==> src/rtl/cv32e40p_clock_gate_ctrl.sv <==
// Sleep / clock-gating sequencer for the core clock gate: qualified-idle holdoff,
// glitch-free registered gate enable, wake latency with ack pulse, gated-cycle counter.
module cv32e40p_clock_gate_ctrl #(
   parameter int unsigned HOLDOFF  = 4,
   parameter int unsigned WAKE_LAT = 2,
   parameter int unsigned CNT_W    = 32
) (
   input  logic             clk_i,
   input  logic             rst_ni,
   input  logic             sleep_req_i,
   input  logic             busy_i,
   input  logic             wake_i,
   input  logic             force_en_i,
   input  logic             cnt_clr_i,
   output logic             clock_en_o,
   output logic             sleeping_o,
   output logic             wake_ack_o,
   output logic [CNT_W-1:0] gated_cnt_o
);

   localparam int unsigned MAX_LAT = (HOLDOFF > WAKE_LAT) ? HOLDOFF : WAKE_LAT;
   localparam int unsigned CW      = (MAX_LAT < 1) ? 1 : $clog2(MAX_LAT + 1);

   typedef enum logic [1:0] {
      ST_RUN,
      ST_HOLDOFF,
      ST_GATED,
      ST_WAKE
   } state_t;

   state_t          state;
   logic [CW-1:0]   cnt;
   logic            idle;
   logic            wake_req;

   assign idle     = sleep_req_i & ~busy_i & ~wake_i & ~force_en_i;
   assign wake_req = wake_i | force_en_i;

   // Outputs default to "clock running" every edge; only a branch that lands in
   // GATED overrides them, so the gate enable is a pure flop of the next state.
   // NOTE: all state here is updated with non-blocking assignments so every flop
   // samples pre-edge values regardless of statement order.
   always_ff @(posedge clk_i or negedge rst_ni) begin
      if (!rst_ni) begin
         state      <= ST_RUN;
         cnt        <= '0;
         clock_en_o <= 1'b1;
         sleeping_o <= 1'b0;
         wake_ack_o <= 1'b0;
      end else begin
         clock_en_o <= 1'b1;
         sleeping_o <= 1'b0;
         wake_ack_o <= 1'b0;
         case (state)
            ST_RUN: begin
               if (idle) begin
                  state <= ST_HOLDOFF;
                  cnt   <= CW'(HOLDOFF - 1);
               end
            end
            ST_HOLDOFF: begin
               if (!idle) begin
                  state <= ST_RUN;
               end else if (cnt == '0) begin
                  state      <= ST_GATED;
                  clock_en_o <= 1'b0;
                  sleeping_o <= 1'b1;
               end else begin
                  cnt <= cnt - CW'(1);
               end
            end
            ST_GATED: begin
               // sleep_req/busy come from the stopped core domain and are ignored here
               if (wake_req) begin
                  state <= ST_WAKE;
                  cnt   <= CW'(WAKE_LAT - 1);
               end else begin
                  clock_en_o <= 1'b0;
                  sleeping_o <= 1'b1;
               end
            end
            ST_WAKE: begin
               if (cnt == '0) begin
                  state      <= ST_RUN;
                  wake_ack_o <= 1'b1;
               end else begin
                  cnt <= cnt - CW'(1);
               end
            end
            default: begin
               state <= ST_RUN;
               cnt   <= '0;
            end
         endcase
      end
   end

   // Clear wins over increment; the count sticks at all-ones.
   always_ff @(posedge clk_i or negedge rst_ni) begin
      if (!rst_ni) begin
         gated_cnt_o <= '0;
      end else if (cnt_clr_i) begin
         gated_cnt_o <= '0;
      end else if (state == ST_GATED && !(&gated_cnt_o)) begin
         gated_cnt_o <= gated_cnt_o + CNT_W'(1);
      end
   end

endmodule

==> config.mk <==
export PLATFORM = sky130hd
export DESIGN_NAME = cv32e40p_clock_gate_ctrl
export DESIGN_NICKNAME = d
export VERILOG_FILES = /design/src/rtl/cv32e40p_clock_gate_ctrl.sv
export SDC_FILE = /design/constraint.sdc
export NUM_CORES = 1
export LEC_CHECK = 0
export BUFFER_PORTS_ARGS = -buffer_cell sky130_fd_sc_hd__buf_2
export CAP_MARGIN = 20
export CORE_UTILIZATION = 55
export DETAILED_ROUTE_END_ITERATION = 8
export GPL_ROUTABILITY_DRIVEN = 0
export PLACE_DENSITY = 0.75
export RECOVER_POWER = 25
export SYNTH_ARGS = -nofsm -noshare
export SYNTH_HDL_FRONTEND = slang
export SYNTH_SLANG_ARGS = --single-unit
==> constraint.sdc <==
create_clock -name clk_i -period 2.6 [get_ports clk_i]
set_input_delay 0 -clock clk_i [delete_from_list [all_inputs] [get_ports clk_i]]
set_output_delay 0 -clock clk_i [all_outputs]
set_load 0.1 [all_outputs]
==> impl_results.html, run 1 <==
<table>
<tr><th>Metric</th><th>Value</th></tr>
<tr><th colspan="2">Die</th></tr>
<tr><td>Initial cell density of the core</td><td>0.5736</td></tr>
<tr><td>Placeable core region</td><td>about 4000 um^2</td></tr>
<tr><td>Die X-Extent</td><td>around 67 um</td></tr>
<tr><td>Height of the die</td><td>66.82 um</td></tr>
<tr><td>Die footprint</td><td>between 4000 and 5000 um^2</td></tr>
<tr><td>Boundary pin count</td><td>42</td></tr>
<tr><td>Number of placement rows</td><td>23</td></tr>
<tr><th colspan="2">Route</th></tr>
<tr><td>Final wirelength</td><td>5223 um</td></tr>
<tr><td>Detailed router's first-iteration violation count</td><td>between 150 and 200</td></tr>
<tr><td>Routed wire length per instance</td><td>~15 um</td></tr>
<tr><td>Post-detailed-route DRC marker count</td><td>0</td></tr>
<tr><td>Number of antenna-violating nets in the routed design</td><td>0</td></tr>
<tr><td>Vias per Instance</td><td>between 6 and 7</td></tr>
<tr><td>Detailed-routing iteration count for the pre-antenna-repair pass</td><td>4</td></tr>
<tr><td>Number of vias after detailed routing</td><td>around 2100</td></tr>
<tr><th colspan="2">Synth</th></tr>
<tr><td>Post-synthesis sequential area ratio</td><td>0.4337</td></tr>
<tr><td>Synth warn</td><td>0</td></tr>
<tr><td>Post-synthesis average cell area</td><td>just over 9 um^2</td></tr>
<tr><td>Seq cells post-synth</td><td>40</td></tr>
<tr><td>Post-Syn Nets</td><td>~270</td></tr>
<tr><td>Netlist area before placement</td><td>about 2300 um^2</td></tr>
<tr><td>Number of distinct library cells after synthesis</td><td>42</td></tr>
<tr><td>Count of mapped cells out of synthesis</td><td>roughly 250</td></tr>
<tr><th colspan="2">Final layout</th></tr>
<tr><td>Final layout net count</td><td>312</td></tr>
<tr><td>Layout Cells excl Fill</td><td>348</td></tr>
<tr><td>Most common cell after layout, fill and taps aside</td><td>buf_2</td></tr>
<tr><td>Layout cell share with drive strength beyond 1</td><td>0.2282</td></tr>
<tr><td>Ant. Diodes</td><td>0</td></tr>
<tr><td>Leading cell types in the layout, fill and taps excluded</td><td>buf_2, dfrtp_1, a21oi_1</td></tr>
<tr><td>Count of fill cells added during filler insertion</td><td>~350</td></tr>
<tr><td>Layout-stage area growth over the synthesis result</td><td>17.05%</td></tr>
<tr><th colspan="2">Critical path</th></tr>
<tr><td>Delay of the slowest cell on the worst path</td><td>between 0.4 and 0.5 ns</td></tr>
<tr><td>Critical path capture point type</td><td>flip-flop</td></tr>
<tr><td>Critical path type</td><td>reg2reg</td></tr>
<tr><td>Req. time, crit path</td><td>between 2 and 3 ns</td></tr>
<tr><td>Data arrival at the endpoint of the critical path</td><td>2.21 ns</td></tr>
<tr><td>Kind of launch point of the worst setup path</td><td>flip-flop</td></tr>
<tr><td>Largest driver fanout on the critical path</td><td>22</td></tr>
<tr><td>List of cells traversed by the critical path</td><td>nand4_1, or3_1, o31ai_4, buf_4, mux2i_1, nor2_1</td></tr>
<tr><td>Cell with the biggest individual delay on the critical path</td><td>or3_1</td></tr>
<tr><th colspan="2">Clock network</th></tr>
<tr><td>Clock tree from TritonCTS</td><td>built</td></tr>
<tr><td>Skew-Pair Late Insertion Delay</td><td>just under 0.3 ns</td></tr>
<tr><td>Post-CTS Resized</td><td>0</td></tr>
<tr><td>TritonCTS Sinks</td><td>40</td></tr>
<tr><td>Clock Tree Root</td><td>clkbuf_8</td></tr>
<tr><td>Clock buffers created by TritonCTS</td><td>5</td></tr>
<tr><td>Max H-tree Level</td><td>2</td></tr>
<tr><td>Clk buf depth</td><td>2</td></tr>
<tr><td>Register clock-pin slew on the reported worst setup and hold paths</td><td>roughly 0.08 ns</td></tr>
<tr><th colspan="2">Place</th></tr>
<tr><td>HPWL after DPL</td><td>roughly 3600 um</td></tr>
<tr><td>Count of buffers inserted at the top-level ports</td><td>41</td></tr>
<tr><td>Number of cells in the design after placement</td><td>~340</td></tr>
<tr><td>DP Worst Slack</td><td>0.5622 ns</td></tr>
<tr><th colspan="2">STA</th></tr>
<tr><td>Unrepaired setup endpoints after global routing</td><td>false</td></tr>
<tr><td>Crit share post-route</td><td>0.7922</td></tr>
<tr><td>Worst Setup Slack, final</td><td>0.5403 ns</td></tr>
<tr><td>Worst Tran Pin Value</td><td>1.169 ns</td></tr>
<tr><td>Highest attainable clock frequency</td><td>485.5 MHz</td></tr>
<tr><td>Accumulated negative setup slack</td><td>0 ns</td></tr>
<tr><td>Clock skew after layout</td><td>between 0.003 and 0.004 ns</td></tr>
<tr><td>Max transition margin</td><td>0.2238</td></tr>
<tr><td>Final Setup Violations</td><td>0</td></tr>
<tr><td>Final-report max-slew violation count</td><td>0</td></tr>
<tr><td>Fin. Hold Viols</td><td>0</td></tr>
<tr><td>Clock period minus worst slack</td><td>slightly above 2 ns</td></tr>
<tr><th colspan="2">Power</th></tr>
<tr><td>Maximum ir drop on the vdd rail</td><td>roughly 310 uV</td></tr>
<tr><td>Pwr per Cell Area</td><td>571.4 nW/um^2</td></tr>
<tr><td>Standby leakage power</td><td>about 1.1 nW</td></tr>
<tr><th colspan="2">Global route</th></tr>
<tr><td>Largest net degree at the start of global routing</td><td>just over 40</td></tr>
<tr><td>Overall Global Routing Usage</td><td>0.2526</td></tr>
<tr><td>Grt ovf</td><td>0</td></tr>
<tr><td>First-pass GRT wire length</td><td>8383 um</td></tr>
<tr><td>Vias in the first global route</td><td>between 1500 and 2000</td></tr>
<tr><td>Antenna violations before repair</td><td>0</td></tr>
<tr><th colspan="2">Flow run</th></tr>
<tr><td>Count of maximum capacitance violations</td><td>0</td></tr>
<tr><th colspan="2">Run status</th></tr>
<tr><td>Outcome</td><td>complete, no violations</td></tr>
<tr><th colspan="2">Min path</th></tr>
<tr><td>Hold WC Path Type</td><td>in2reg</td></tr>
</table>
[critical path, delay by kind of cell, from the launching register on]
kind / cells / cell delay (ns)
buffers and inverters: 1 / 0.27
and+or+nand+nor: 3 / 0.77
DFF: 1 / 0.42
muxes: 1 / 0.20
AOI/OAI and AO/OA: 1 / 0.26
[metal layers]
metal  global-route usage  up-vias  wire, um
met2               0.4091       60      2506
li1                     -     1037         -
met4              0.08511        0        56
met3              0.04623        7       275
met1               0.3370     1006      2385
met5                    0        -         0
[registers in the layout, summed over array words and instances, names as in the netlist, named ones only]
signal / flops
gated_cnt_o: 32
cnt: 3
clock_en_o: 1
sleeping_o: 1
state: 1
wake_ack_o: 1
[cell usage after synthesis]
cell type   n  area, um^2
dfrtp_1    39       975.9
a21oi_1    25       125.1
nor2_1     17       63.81
nand2_1    16       60.06
or3_1      16       100.1
nand3_1    13       65.06
nand4_1    13       81.33
o21ai_0    12       60.06
inv_1       9       33.78
ha_1        8       100.1
o21ai_1     8       40.04
o31ai_1     7       52.55
or4_1       7       52.55
clkbuf_1    6       22.52
nor3_1      6       30.03
and3_1      4       25.02
and4_1      4       35.03
mux2_2      4       45.04
mux2i_1     4       40.04
xnor2_1     4       35.03
a2111oi_0   2       17.52
a31oi_1     2       12.51
and2_1      2       12.51
buf_2       2       10.01
buf_6       2       22.52
nand3b_1    2       15.01
nor2b_1     2       12.51
xor2_1      2       17.52
a211oi_1    1       7.510
a22oi_1     1       7.510
a32oi_1     1       8.760
and4b_1     1       10.01
buf_1       1       3.750
dfstp_2     1       26.28
nand4_2     1       12.51
nor4_1      1       6.260
nor4_2      1       12.51
nor4b_1     1       8.760
o2111ai_1   1       8.760
o211ai_1    1       7.510
o31ai_4     1       21.27
or2_2       1       6.260
[worst paths after layout]
kind	from	end	slack [ns]	cells past startpoint
hold reg to reg	cnt[2]	cnt[2]	0.50	1
hold / removal	busy_i	flip-flop	0.07	4
setup / recovery	gated_cnt_o[16]	gated_cnt_o[1]	0.54	6
max in group asynchronous	rst_ni	gated_cnt_o[10]	1.62	2
min in group asynchronous	rst_ni	gated_cnt_o[19]	0.37	2
setup reg to reg	gated_cnt_o[16]	gated_cnt_o[1]	0.54	6
[cells by family (layout without fill, tap and decap cells)]
family                     count (synthesis)  in the layout  synth area share
and+or+nand+nor                          108            108            0.2637
muxes                                      8              8           0.03682
AOI/OAI and AO/OA                         62             62            0.1597
xor gates and xnor gates                   6              6           0.02274
DFF                                       40             40            0.4337
adders and majority gates                  8              8           0.04332
buffers and inverters                     20             66           0.04006
[through the flow]
step	power, mW	hold slack, ns	area [um^2]	utilization
after floorplan	0.9828	-0.2956	2323	-
after global placement	1.049	0.1688	2570	0.6379
after detailed placement	1.055	0.1758	2570	0.6379
after CTS	1.563	0.04468	2711	0.6730
after global routing	1.641	0.08855	2705	0.6714
final	1.546	0.06984	2705	0.6714
[final cells by class]
| class | count | area, um^2 | area share |
|---|---|---|---|
| multi-input cells | 192 | 1216 | 0.4496 |
| clock buffers | 5 | 68.82 | 0.02544 |
| repair buffers | 49 | 266.5 | 0.09852 |
| flip-flops and latches | 40 | 1015 | 0.3751 |
| inverters | 9 | 33.78 | 0.01249 |
| well taps | 50 | 62.56 | 0.02313 |
| clock inverters | 3 | 42.54 | 0.01573 |
[report_power, final]
part | leakage, nW | internal, mW | switching [mW]
Sequential | 0.529 | 0.664 | 0.0242
Combinational | 0.550 | 0.129 | 0.229
Clock | 0.0541 | 0.284 | 0.215
[what timing repair did]
item,in CTS,in global routing
hold buffers,3,0
endpoints found under the hold margin,40,0
buffers inserted,0,0
(Power assumes the default switching activity.)
==> run 2, diff against run 1 <==
--- a/config.mk
+++ b/config.mk
@@ -7,10 +7,10 @@
 export LEC_CHECK = 0
 export BUFFER_PORTS_ARGS = -buffer_cell sky130_fd_sc_hd__buf_2
 export CAP_MARGIN = 20
-export CORE_UTILIZATION = 55
+export CORE_UTILIZATION = 50
 export DETAILED_ROUTE_END_ITERATION = 8
 export GPL_ROUTABILITY_DRIVEN = 0
-export PLACE_DENSITY = 0.75
+export PLACE_DENSITY = 0.72
 export RECOVER_POWER = 25
 export SYNTH_ARGS = -nofsm -noshare
 export SYNTH_HDL_FRONTEND = slang
==> constraint.sdc (replaced) <==
create_clock -name clk_i -period 1.8 [get_ports clk_i]
set_input_delay 0 -clock clk_i [delete_from_list [all_inputs] [get_ports clk_i]]
set_output_delay 0 -clock clk_i [all_outputs]
set_load 0.1 [all_outputs]
==> impl_results.html, run 2 (synthesis results as in run 1) <==
<table>
<tr><th>Metric</th><th>Value</th></tr>
<tr><th colspan="2">Flow run</th></tr>
<tr><td>Count of maximum capacitance violations</td><td>0 (unchanged)</td></tr>
<tr><th colspan="2">Route</th></tr>
<tr><td>Number of antenna-violating nets in the routed design</td><td>0 (unchanged)</td></tr>
<tr><td>Detailed router's first-iteration violation count</td><td>253 (+62%)</td></tr>
<tr><td>Routed wire length per instance</td><td>17.37 um (+16%)</td></tr>
<tr><td>Post-detailed-route DRC marker count</td><td>0 (unchanged)</td></tr>
<tr><td>Vias per Instance</td><td>6.026 (-0.62%)</td></tr>
<tr><td>Final wirelength</td><td>7416 um (+42%)</td></tr>
<tr><td>Number of vias after detailed routing</td><td>2573 (+22%)</td></tr>
<tr><td>Detailed-routing iteration count for the pre-antenna-repair pass</td><td>4 (unchanged)</td></tr>
<tr><th colspan="2">Final layout</th></tr>
<tr><td>Flip-flop count of the largest register after layout</td><td>32 (unchanged)</td></tr>
<tr><td>Area occupied by multi-input gates</td><td>1406 um^2 (+16%)</td></tr>
<tr><td>Utilization of the core after routing</td><td>0.8271 (+0.1556)</td></tr>
<tr><td>Leading cell types in the layout, fill and taps excluded</td><td>buf_4, buf_2, a21oi_1</td></tr>
<tr><td>Count of fill cells added during filler insertion</td><td>250 (-29%)</td></tr>
<tr><td>Layout-stage area growth over the synthesis result</td><td>56.90%</td></tr>
<tr><td>Largest registers in the final layout</td><td>gated_cnt_o x32, cnt x3</td></tr>
<tr><td>Layout cell share with drive strength beyond 1</td><td>0.5253 (+0.2971)</td></tr>
<tr><td>Sequential cell area</td><td>1092 um^2 (+7.6%)</td></tr>
<tr><td>Ant. Diodes</td><td>0 (unchanged)</td></tr>
<tr><td>Most common cell after layout, fill and taps aside</td><td>buf_4</td></tr>
<tr><td>Final layout net count</td><td>389 (+25%)</td></tr>
<tr><td>Register with the highest flop count</td><td>gated_cnt_o</td></tr>
<tr><th colspan="2">STA</th></tr>
<tr><td>Final Setup Violations</td><td>12 (+12)</td></tr>
<tr><td>Highest attainable clock frequency</td><td>499.4 MHz (+2.9%)</td></tr>
<tr><td>Worst Setup Slack, final</td><td>-0.2024 ns (-0.7427 ns)</td></tr>
<tr><td>Max transition margin</td><td>0.3355 (+0.1117)</td></tr>
<tr><td>Final-report max-slew violation count</td><td>0 (unchanged)</td></tr>
<tr><td>Unrepaired setup endpoints after global routing</td><td>true</td></tr>
<tr><td>Accumulated negative setup slack</td><td>-1.052 ns (-1.052 ns)</td></tr>
<tr><td>Fin. Hold Viols</td><td>0 (unchanged)</td></tr>
<tr><td>Worst Tran Pin Value</td><td>0.9968 ns (-0.1725 ns)</td></tr>
<tr><td>Clock period minus worst slack</td><td>2.002 ns (-0.05729 ns)</td></tr>
<tr><td>Clock skew after layout</td><td>0.004924 ns (+0.001070 ns)</td></tr>
<tr><td>Crit share post-route</td><td>1.112 (+0.3203)</td></tr>
<tr><th colspan="2">Global route</th></tr>
<tr><td>Grt ovf</td><td>0 (unchanged)</td></tr>
<tr><td>Vias in the first global route</td><td>2513 (+39%)</td></tr>
<tr><td>Overall Global Routing Usage</td><td>0.3084 (+0.05583)</td></tr>
<tr><td>Antenna violations before repair</td><td>0 (unchanged)</td></tr>
<tr><td>First-pass GRT wire length</td><td>11870 um (+42%)</td></tr>
<tr><td>Largest net degree at the start of global routing</td><td>41 (unchanged)</td></tr>
<tr><th colspan="2">Critical path</th></tr>
<tr><td>Critical path capture point type</td><td>flip-flop</td></tr>
<tr><td>Critical path type</td><td>reg2reg</td></tr>
<tr><td>Worst-case reg-to-reg path depth</td><td>8 (+2)</td></tr>
<tr><td>Kind of launch point of the worst setup path</td><td>flip-flop</td></tr>
<tr><td>Largest driver fanout on the critical path</td><td>2 (-91%)</td></tr>
<tr><td>Data arrival at the endpoint of the critical path</td><td>2.19 ns (-0.02 ns)</td></tr>
<tr><td>Req. time, crit path</td><td>1.98 ns (-0.77 ns)</td></tr>
<tr><th colspan="2">Clock network</th></tr>
<tr><td>Clock tree from TritonCTS</td><td>built</td></tr>
<tr><td>TritonCTS Sinks</td><td>40 (unchanged)</td></tr>
<tr><td>Max H-tree Level</td><td>2 (unchanged)</td></tr>
<tr><td>Clock Tree Root</td><td>clkbuf_8</td></tr>
<tr><td>Clock buffers created by TritonCTS</td><td>5 (unchanged)</td></tr>
<tr><td>Register clock-pin slew on the reported worst setup and hold paths</td><td>0.08 ns (about the same)</td></tr>
<tr><td>Clk buf depth</td><td>2 (unchanged)</td></tr>
<tr><td>Skew-Pair Late Insertion Delay</td><td>0.30 ns (about the same)</td></tr>
<tr><th colspan="2">Die</th></tr>
<tr><td>Die footprint</td><td>4898 um^2 (+9.7%)</td></tr>
<tr><td>Die X-Extent</td><td>69.99 um (+4.7%)</td></tr>
<tr><td>Placeable core region</td><td>4384 um^2 (+8.8%)</td></tr>
<tr><td>Boundary pin count</td><td>42 (unchanged)</td></tr>
<tr><td>Height of the die</td><td>69.99 um (+4.7%)</td></tr>
<tr><td>Initial cell density of the core</td><td>0.5271 (-0.04649)</td></tr>
<tr><td>Number of placement rows</td><td>24 (+4.3%)</td></tr>
<tr><th colspan="2">Power</th></tr>
<tr><td>Overall power of the completed layout</td><td>2.531 mW (+64%)</td></tr>
<tr><td>Maximum ir drop on the vdd rail</td><td>678.8 uV (+120%)</td></tr>
<tr><td>Pwr per Cell Area</td><td>697.9 nW/um^2 (+22%)</td></tr>
<tr><td>Standby leakage power</td><td>1.585 nW (+40%)</td></tr>
<tr><th colspan="2">Place</th></tr>
<tr><td>Count of buffers inserted at the top-level ports</td><td>41 (unchanged)</td></tr>
<tr><td>DP Worst Slack</td><td>-0.1085 ns (-0.6706 ns)</td></tr>
<tr><td>HPWL after DPL</td><td>4507 um (+26%)</td></tr>
<tr><th colspan="2">Min path</th></tr>
<tr><td>Hold WC Path Type</td><td>in2reg</td></tr>
<tr><td>Worst hold stages</td><td>5 (+1)</td></tr>
<tr><th colspan="2">Run status</th></tr>
<tr><td>Outcome</td><td>complete, but fails checks</td></tr>
<tr><td>Violated checks</td><td>setup timing</td></tr>
</table>
[run 2: cell types whose count changed in the layout (fill, tap and decap cells not counted), sizes merged]
cell | previous run | this run
buf | 41 | 121
dlygate4sd3 | 3 | 4
clkbuf | 10 | 8
clkinv | 1 | 0
clkinvlp | 1 | 0
[run 2: worst paths after layout]
kind / from / end / slack [ns]
max: gated_cnt_o[10] / gated_cnt_o[29] / -0.20
min: busy_i / flip-flop / 0.15
max reg2reg: gated_cnt_o[10] / gated_cnt_o[29] / -0.20
min reg2reg: cnt[2] / cnt[2] / 0.51
max in group asynchronous: rst_ni / gated_cnt_o[6] / 0.59
min in group asynchronous: rst_ni / gated_cnt_o[19] / 0.47
[run 2: what timing repair did]
item,4_1_cts,5_1_grt
pin swaps,9,11
endpoints found under the setup margin,26,30
hold endpoints to repair,45,0
hold buffers,4,0
setup buffers,10,9
resized for setup,21,22
gates cloned,0,0
[run 2: final cells by class]
type,instances,area share
Clock buffer,7,0.02657
Clock inverter,1,0.008282
Inverter,9,0.009317
Multi-Input combinational cell,192,0.3879
Sequential cell,40,0.3012
Tap cell,52,0.01794
Timing Repair Buffer,126,0.2488
[run 2: per-layer routing]
layer  share of wire  GRT usage
met3           0.059    0.05916
met5               0          0
met4           0.025     0.1000
met2            0.51     0.5256
met1            0.41     0.3938
[run 2: power breakdown]
part	internal [mW]	total (mW)	switching (mW)
logic	0.302	0.713	0.410
registers	0.960	0.992	0.0325
clock network	0.490	0.826	0.336
[run 2: per-stage QoR]
stage | instance area [um^2] | hold WS, ns | instances
finish | 3626 | 0.1476 | 427
detailed placement | 3138 | 0.09254 | 396
CTS | 3476 | 0.1202 | 418
global placement | 3138 | 0.09297 | 396
global route | 3626 | 0.1756 | 427
floorplan | 2445 | -0.2956 | 252
[run 2: worst max-delay path, cell delays in order, from the launching register on]
cell     delay [ns]
dfrtp_4        0.41
buf_4          0.10
nand2_1        0.08
nor4_4         0.37
nand4_1        0.23
buf_4          0.20
buf_4          0.13
o31ai_1        0.26
a21oi_2        0.10
